[config.mk]
export PLATFORM = sky130hd
export DESIGN_NAME = req_tag_arbiter
export DESIGN_NICKNAME = d
export VERILOG_FILES = /design/src/rtl/req_tag_arbiter.sv
export SDC_FILE = /design/constraint.sdc
export NUM_CORES = 1
export LEC_CHECK = 0
export BUFFER_PORTS_ARGS = -buffer_cell sky130_fd_sc_hd__buf_2
export CAP_MARGIN = 20
export CORE_MARGIN = 2
export CORE_UTILIZATION = 48
export DETAILED_ROUTE_END_ITERATION = 10
export PLACE_DENSITY_LB_ADDON = 0.1
export SYNTH_ARGS = -nofsm -noshare
export SYNTH_HDL_FRONTEND = slang
export SYNTH_SLANG_ARGS = --single-unit
[constraint.sdc]
create_clock -name clk -period 2.66 [get_ports clk]
set_clock_uncertainty 0.2 [all_clocks]
set_input_delay 0.133 -clock clk [delete_from_list [all_inputs] [get_ports clk]]
set_output_delay 0.133 -clock clk [all_outputs]
set_load 0.005 [all_outputs]
[src/rtl/req_tag_arbiter.sv]
// req_tag_arbiter: shares the 16-entry Request Recorder and its PCIe tag space
// between the AXI AW and AR request paths. Each grant allocates the lowest
// free tag and writes {id, valid} to the recorder. Tags are returned by the
// completion side through free_en/free_tag.
// Optional build macro TAG_ERR_CHECK_EN adds a sticky tag_err output that
// flags frees of tags that are not currently allocated.
module req_tag_arbiter #(
  parameter int TAG_WIDTH = 4,
  parameter int ID_WIDTH  = 8
) (
  input  logic                   clk,
  input  logic                   arst,
  input  logic                   aw_req,
  input  logic [ID_WIDTH-1:0]    aw_id,
  output logic                   aw_grant,
  output logic [TAG_WIDTH-1:0]   aw_tag,
  input  logic                   ar_req,
  input  logic [ID_WIDTH-1:0]    ar_id,
  output logic                   ar_grant,
  output logic [TAG_WIDTH-1:0]   ar_tag,
  output logic                   rec_wr_en,
  output logic [TAG_WIDTH-1:0]   rec_wr_addr,
  output logic [ID_WIDTH:0]      rec_wr_data,
  input  logic                   free_en,
  input  logic [TAG_WIDTH-1:0]   free_tag,
  output logic [TAG_WIDTH:0]     outstanding,
  output logic                   full,
  output logic                   empty
`ifdef TAG_ERR_CHECK_EN
  , output logic                 tag_err
`endif
);

  localparam int DEPTH = 2 ** TAG_WIDTH;
  localparam logic [DEPTH-1:0] ONE_HOT0 = {{(DEPTH-1){1'b0}}, 1'b1};

  logic [DEPTH-1:0]     free_vec;
  logic                 rr_last;          // 1 = AR won the last grant
  logic                 aw_elig_p0;
  logic                 ar_elig_p0;
  logic                 any_free_p0;
  logic [TAG_WIDTH-1:0] tag_p0;
  logic                 aw_win_p0;
  logic                 ar_win_p0;
  logic                 vld_p0;
  logic                 valid_free_p0;
  logic [ID_WIDTH-1:0]  id_p0;

  // A requester holding req while its grant pulse is high is not eligible, so
  // it cannot be granted twice for one request.
  assign aw_elig_p0  = aw_req & ~aw_grant;
  assign ar_elig_p0  = ar_req & ~ar_grant;
  assign any_free_p0 = |free_vec;

  // On a tie, the side that did not win last time gets the grant.
  assign aw_win_p0 = aw_elig_p0 & any_free_p0 & (~ar_elig_p0 | rr_last);
  assign ar_win_p0 = ar_elig_p0 & any_free_p0 & (~aw_elig_p0 | ~rr_last);
  assign vld_p0    = aw_win_p0 | ar_win_p0;
  assign id_p0     = ar_win_p0 ? ar_id : aw_id;

  // Only a tag that is currently allocated may be released. Because tag_p0 is
  // taken from the free vector at the start of the cycle, a tag released in
  // this cycle cannot be allocated until the next cycle.
  assign valid_free_p0 = free_en & ~free_vec[free_tag];

  // Lowest-index free tag; scanning from the top lets the lowest hit win.
  always_comb begin
    tag_p0 = '0;
    for (int i = DEPTH - 1; i >= 0; i--) begin
      if (free_vec[i]) tag_p0 = i[TAG_WIDTH-1:0];
    end
  end

  // ---- stage boundary: registered grant, recorder write and tag bookkeeping
  // Grant stage, free vector, round-robin pointer and occupancy counter.
  always_ff @(posedge clk or negedge arst) begin
    if (!arst) begin
      free_vec    <= '1;
      rr_last     <= 1'b0;
      aw_grant    <= 1'b0;
      ar_grant    <= 1'b0;
      aw_tag      <= '0;
      ar_tag      <= '0;
      rec_wr_en   <= 1'b0;
      rec_wr_addr <= '0;
      rec_wr_data <= '0;
      outstanding <= '0;
    end else begin
      aw_grant  <= aw_win_p0;
      ar_grant  <= ar_win_p0;
      rec_wr_en <= vld_p0;
      if (vld_p0) begin
        rr_last     <= ar_win_p0;
        rec_wr_addr <= tag_p0;
        rec_wr_data <= {id_p0, 1'b1};
      end
      if (aw_win_p0) aw_tag <= tag_p0;
      if (ar_win_p0) ar_tag <= tag_p0;
      free_vec <= (free_vec & ~(vld_p0 ? (ONE_HOT0 << tag_p0) : '0))
                | (valid_free_p0 ? (ONE_HOT0 << free_tag) : '0);
      // An allocation and a release in the same cycle cancel; neither path
      // can move the count past 0 or DEPTH, so it never wraps.
      case ({vld_p0, valid_free_p0})
        2'b10:   outstanding <= outstanding + 1'b1;
        2'b01:   outstanding <= outstanding - 1'b1;
        default: outstanding <= outstanding;
      endcase
    end
  end

  assign full  = (outstanding == (TAG_WIDTH + 1)'(DEPTH));
  assign empty = (outstanding == '0);

`ifdef TAG_ERR_CHECK_EN
  // Sticky flag for a free of a tag that is not allocated. DEPTH always equals
  // 2**TAG_WIDTH here, so an out-of-range free_tag cannot occur.
  always_ff @(posedge clk or negedge arst) begin
    if (!arst) tag_err <= 1'b0;
    else if (free_en & free_vec[free_tag]) tag_err <= 1'b1;
  end
`endif

endmodule

==> metrics.cfg <==
[status]
outcome=finished, violations left
violations=setup timing

[pwr]
powerDensity_nw_per_um2=924.1
peakVddDrop_mv=0.5334
leakage_nw=1.575
power.total_w=0.003132

[synthesis]
synth-main-ff-cell=dfrtp_1
yosysTopAreaCell=dfrtp_1
post-synth-top-count-cell=dfrtp_1
yosysSeqAreaShare_pct=49.39
synthCells=242
synthAdderAreaFrac_pct=2.955
synth_compound_area_share_pct=19.05
synth_top_family_by_area=compound AO/OA/AOI/OAI gates
synth_edf_count=0
synthTopCellsByArea=dfrtp_1 (32%), dfstp_2 (18%), nand2_1 (4.4%), o21ai_0 (4.4%), nor2_1 (4.3%)
synthMuxAreaShare_pct=4.644
syn_area_per_cell_sq_um=9.798
ys_types=48
synth.net_count=272
yosys_warnings=0
synth_area_sq_um=2371
synthSimpleGateAreaFrac_pct=18.63
synth-xor-area-share_pct=1.847
netlist_top_cells_count=dfrtp_1 (30), nand2_1 (28), nor2_1 (27)
ys_seq_elements=46
netlist.area_leader.share_pct=31.66
synth-async-reset-ratio_pct=100.0

[worst_hold_path]
hp-start=free_tag[3]
hp-class=input pin to flip-flop
whs_path_depth=3
hold_path_end=free_vec[13]$_DFF_PN1_

[final_layout]
regArea_sq_um=1171
drive_gt1_share_pct=40.56
fin_util_pct=71.29
syn2layout_area_growth_pct=42.96
diodes=0
num-nets-final=389
multi_input_area_sq_um=1189
fill_cells=388

[grt]
antenna_found_initial=0
grt_pass1_wl_um=10190
grt_pass1_vias=2133
grt_max_degree=47
overflow=0
grt_usage_pct=24.91

[cts]
cts_made_buffers=5
clock_path_buffers=2
cts_tree=yes
clock_latency_ns=0.30
clock-root-buffer=clkbuf_8
htree_levels=2
clk_pin_slew_ns=0.08
clock_sinks=46

[drt]
vias_per_cell=5.274
ant_nets=0
drt-initial-drc-count=126
drt-total-wl_um=6412
first_pass_iters=4
wire_per_inst_um=15.02
num_vias=2252
drc_errors=0

[critical_path]
rrSetupSlack_ns=-0.13
worstSetupEndpointType=flip-flop
cp_max_fo=4
reg2reg_depth=11
cp-start-kind=flip-flop
cp.arrival_ns=2.78
reg2reg_to=outstanding[4]$_DFFE_PN0P_
timing.rr.start=free_vec[0]$_DFF_PN1_
required_ns=2.65
path_class=flip-flop to flip-flop

[sta]
post-route-period-util_pct=104.8
finalSetupTns_ns=-0.1264
tightest_slew_ns=0.5424
rsz0062_at_grt=true
drv_slew=0
relSlewSlack_pct=63.37
fin_crit_ns=2.786
fin_ws_ns=-0.1264
max_freq_mhz=358.9
finalHoldViolCount=0
report.final.setup_viol=1

[floorplan]
fp.dieH_um=74.28
die_w_um=74.28
rows=25
die_area_sq_um=5518
start_util_pct=49.87
ios=56
core-area_sq_um=4755

[placement]
gp_congestion=0.9006
dpl_worst_slack_ns=-0.1270
numPortBuffers=55
dp_hpwl_um=4418

[flow_run]
drv_cap=0

layer usage:
metal,vias to the layer above,track usage (%),share of wire (%)
met2,85,41.17,49
met1,1058,33.68,43
met5,-,0,0
met4,0,7.540,1.5
li1,1100,-,-
met3,9,4.607,6.0
state kept, by name, summed over array words and instances (netlist names):
| name | flops |
|---|---|
| free_vec | 16 |
| rec_wr_data | 9 |
| outstanding | 5 |
| ar_tag | 4 |
| aw_tag | 4 |
| rec_wr_addr | 4 |
| ar_grant | 1 |
| aw_grant | 1 |
| rec_wr_en | 1 |
| rr_last | 1 |
power breakdown:
group	switching, W	total (W)	internal [W]	leakage [nW]
clock	0.000234	0.000420	0.000186	0.0452
sequential	0.000175	0.00117	0.000995	0.518
combinational	0.000777	0.00154	0.000766	1.01
final cells by class:
class	count	area share, %
Timing Repair Buffer	118	24.03
Tap cell	67	2.473
Clock inverter	2	0.4061
Multi-Input combinational cell	176	35.07
Clock buffer	6	2.141
Inverter	12	1.329
Sequential cell	46	34.55
timing repair:
action,4_1_cts,5_1_grt
endpoints found under the setup margin,2,3
pin swaps,7,9
hold endpoints to repair,42,3
hold buffers,19,1
buffers inserted,0,3
resized for setup,11,6
how the worst max path moves through the flow:
stage	from	depth (start not counted)	to	slack, ns
6_report	free_vec[0]$_DFF_PN1_	11	outstanding[4]$_DFFE_PN0P_	-0.13
3_5_place_dp	free_vec[1]$_DFF_PN1_	13	outstanding[4]$_DFFE_PN0P_	-0.13
4_1_cts	free_vec[0]$_DFF_PN1_	13	outstanding[4]$_DFFE_PN0P_	-0.08
2_1_floorplan	free_vec[0]$_DFF_PN1_	14	outstanding[4]$_DFFE_PN0P_	-0.12
5_1_grt	free_vec[0]$_DFF_PN1_	11	outstanding[4]$_DFFE_PN0P_	-0.28
3_3_place_gp	free_vec[1]$_DFF_PN1_	13	outstanding[4]$_DFFE_PN0P_	-0.08
cells in the final DEF, fill, tap and decap left out, types with 2 or more instances in the layout:
master,n
nor4_2,3
a21oi_1,5
or3_1,4
nor3_1,3
o22ai_1,8
mux2i_1,2
nand2_1,28
xnor2_1,2
a22o_1,2
nand3_1,2
dfrtp_1,30
ha_1,3
buf_2,55
a211oi_1,2
inv_1,10
o21a_1,3
nor2b_1,5
inv_2,2
o31ai_1,10
dfstp_2,16
buf_4,41
clkbuf_8,5
mux2_2,2
nand2b_1,6
o21ai_1,4
mux4_2,3
dlygate4sd3_1,20
a21o_1,6
a21oi_2,2
o22a_1,2
xor2_1,3
nor2_1,25
o21ai_0,19
nor4_1,2
critical path, stage by stage (launching register included):
cell and delay, ns:
dfstp_2 0.55, nor2b_1 0.17, a211oi_1 0.11, a2111oi_4 0.37, nor2_2 0.09, ha_4 0.18
ha_1 0.29, a21o_1 0.20, a21oi_2 0.16, xnor2_1 0.13, nor2_1 0.07, xor2_1 0.15
per-stage QoR:
step | hold slack (ns) | instance area [sq um] | cells
floorplan | -0.3626 | 2390 | 242
global placement | 0.1482 | 3000 | 395
detailed placement | 0.1539 | 3000 | 395
CTS | 0.009642 | 3311 | 422
global route | 0.03670 | 3390 | 427
finish | 0.01873 | 3390 | 427
cell families (layout without fill, tap and decap cells):
group           after synthesis  in the layout
fa+ha+maj                     5              5
mux                           7              7
compound gates               70             70
buf+inv                      20            138
flops                        46             46
simple gates                 89             89
xor+xnor                      5              5
Power figures use the tool's default switching activity.
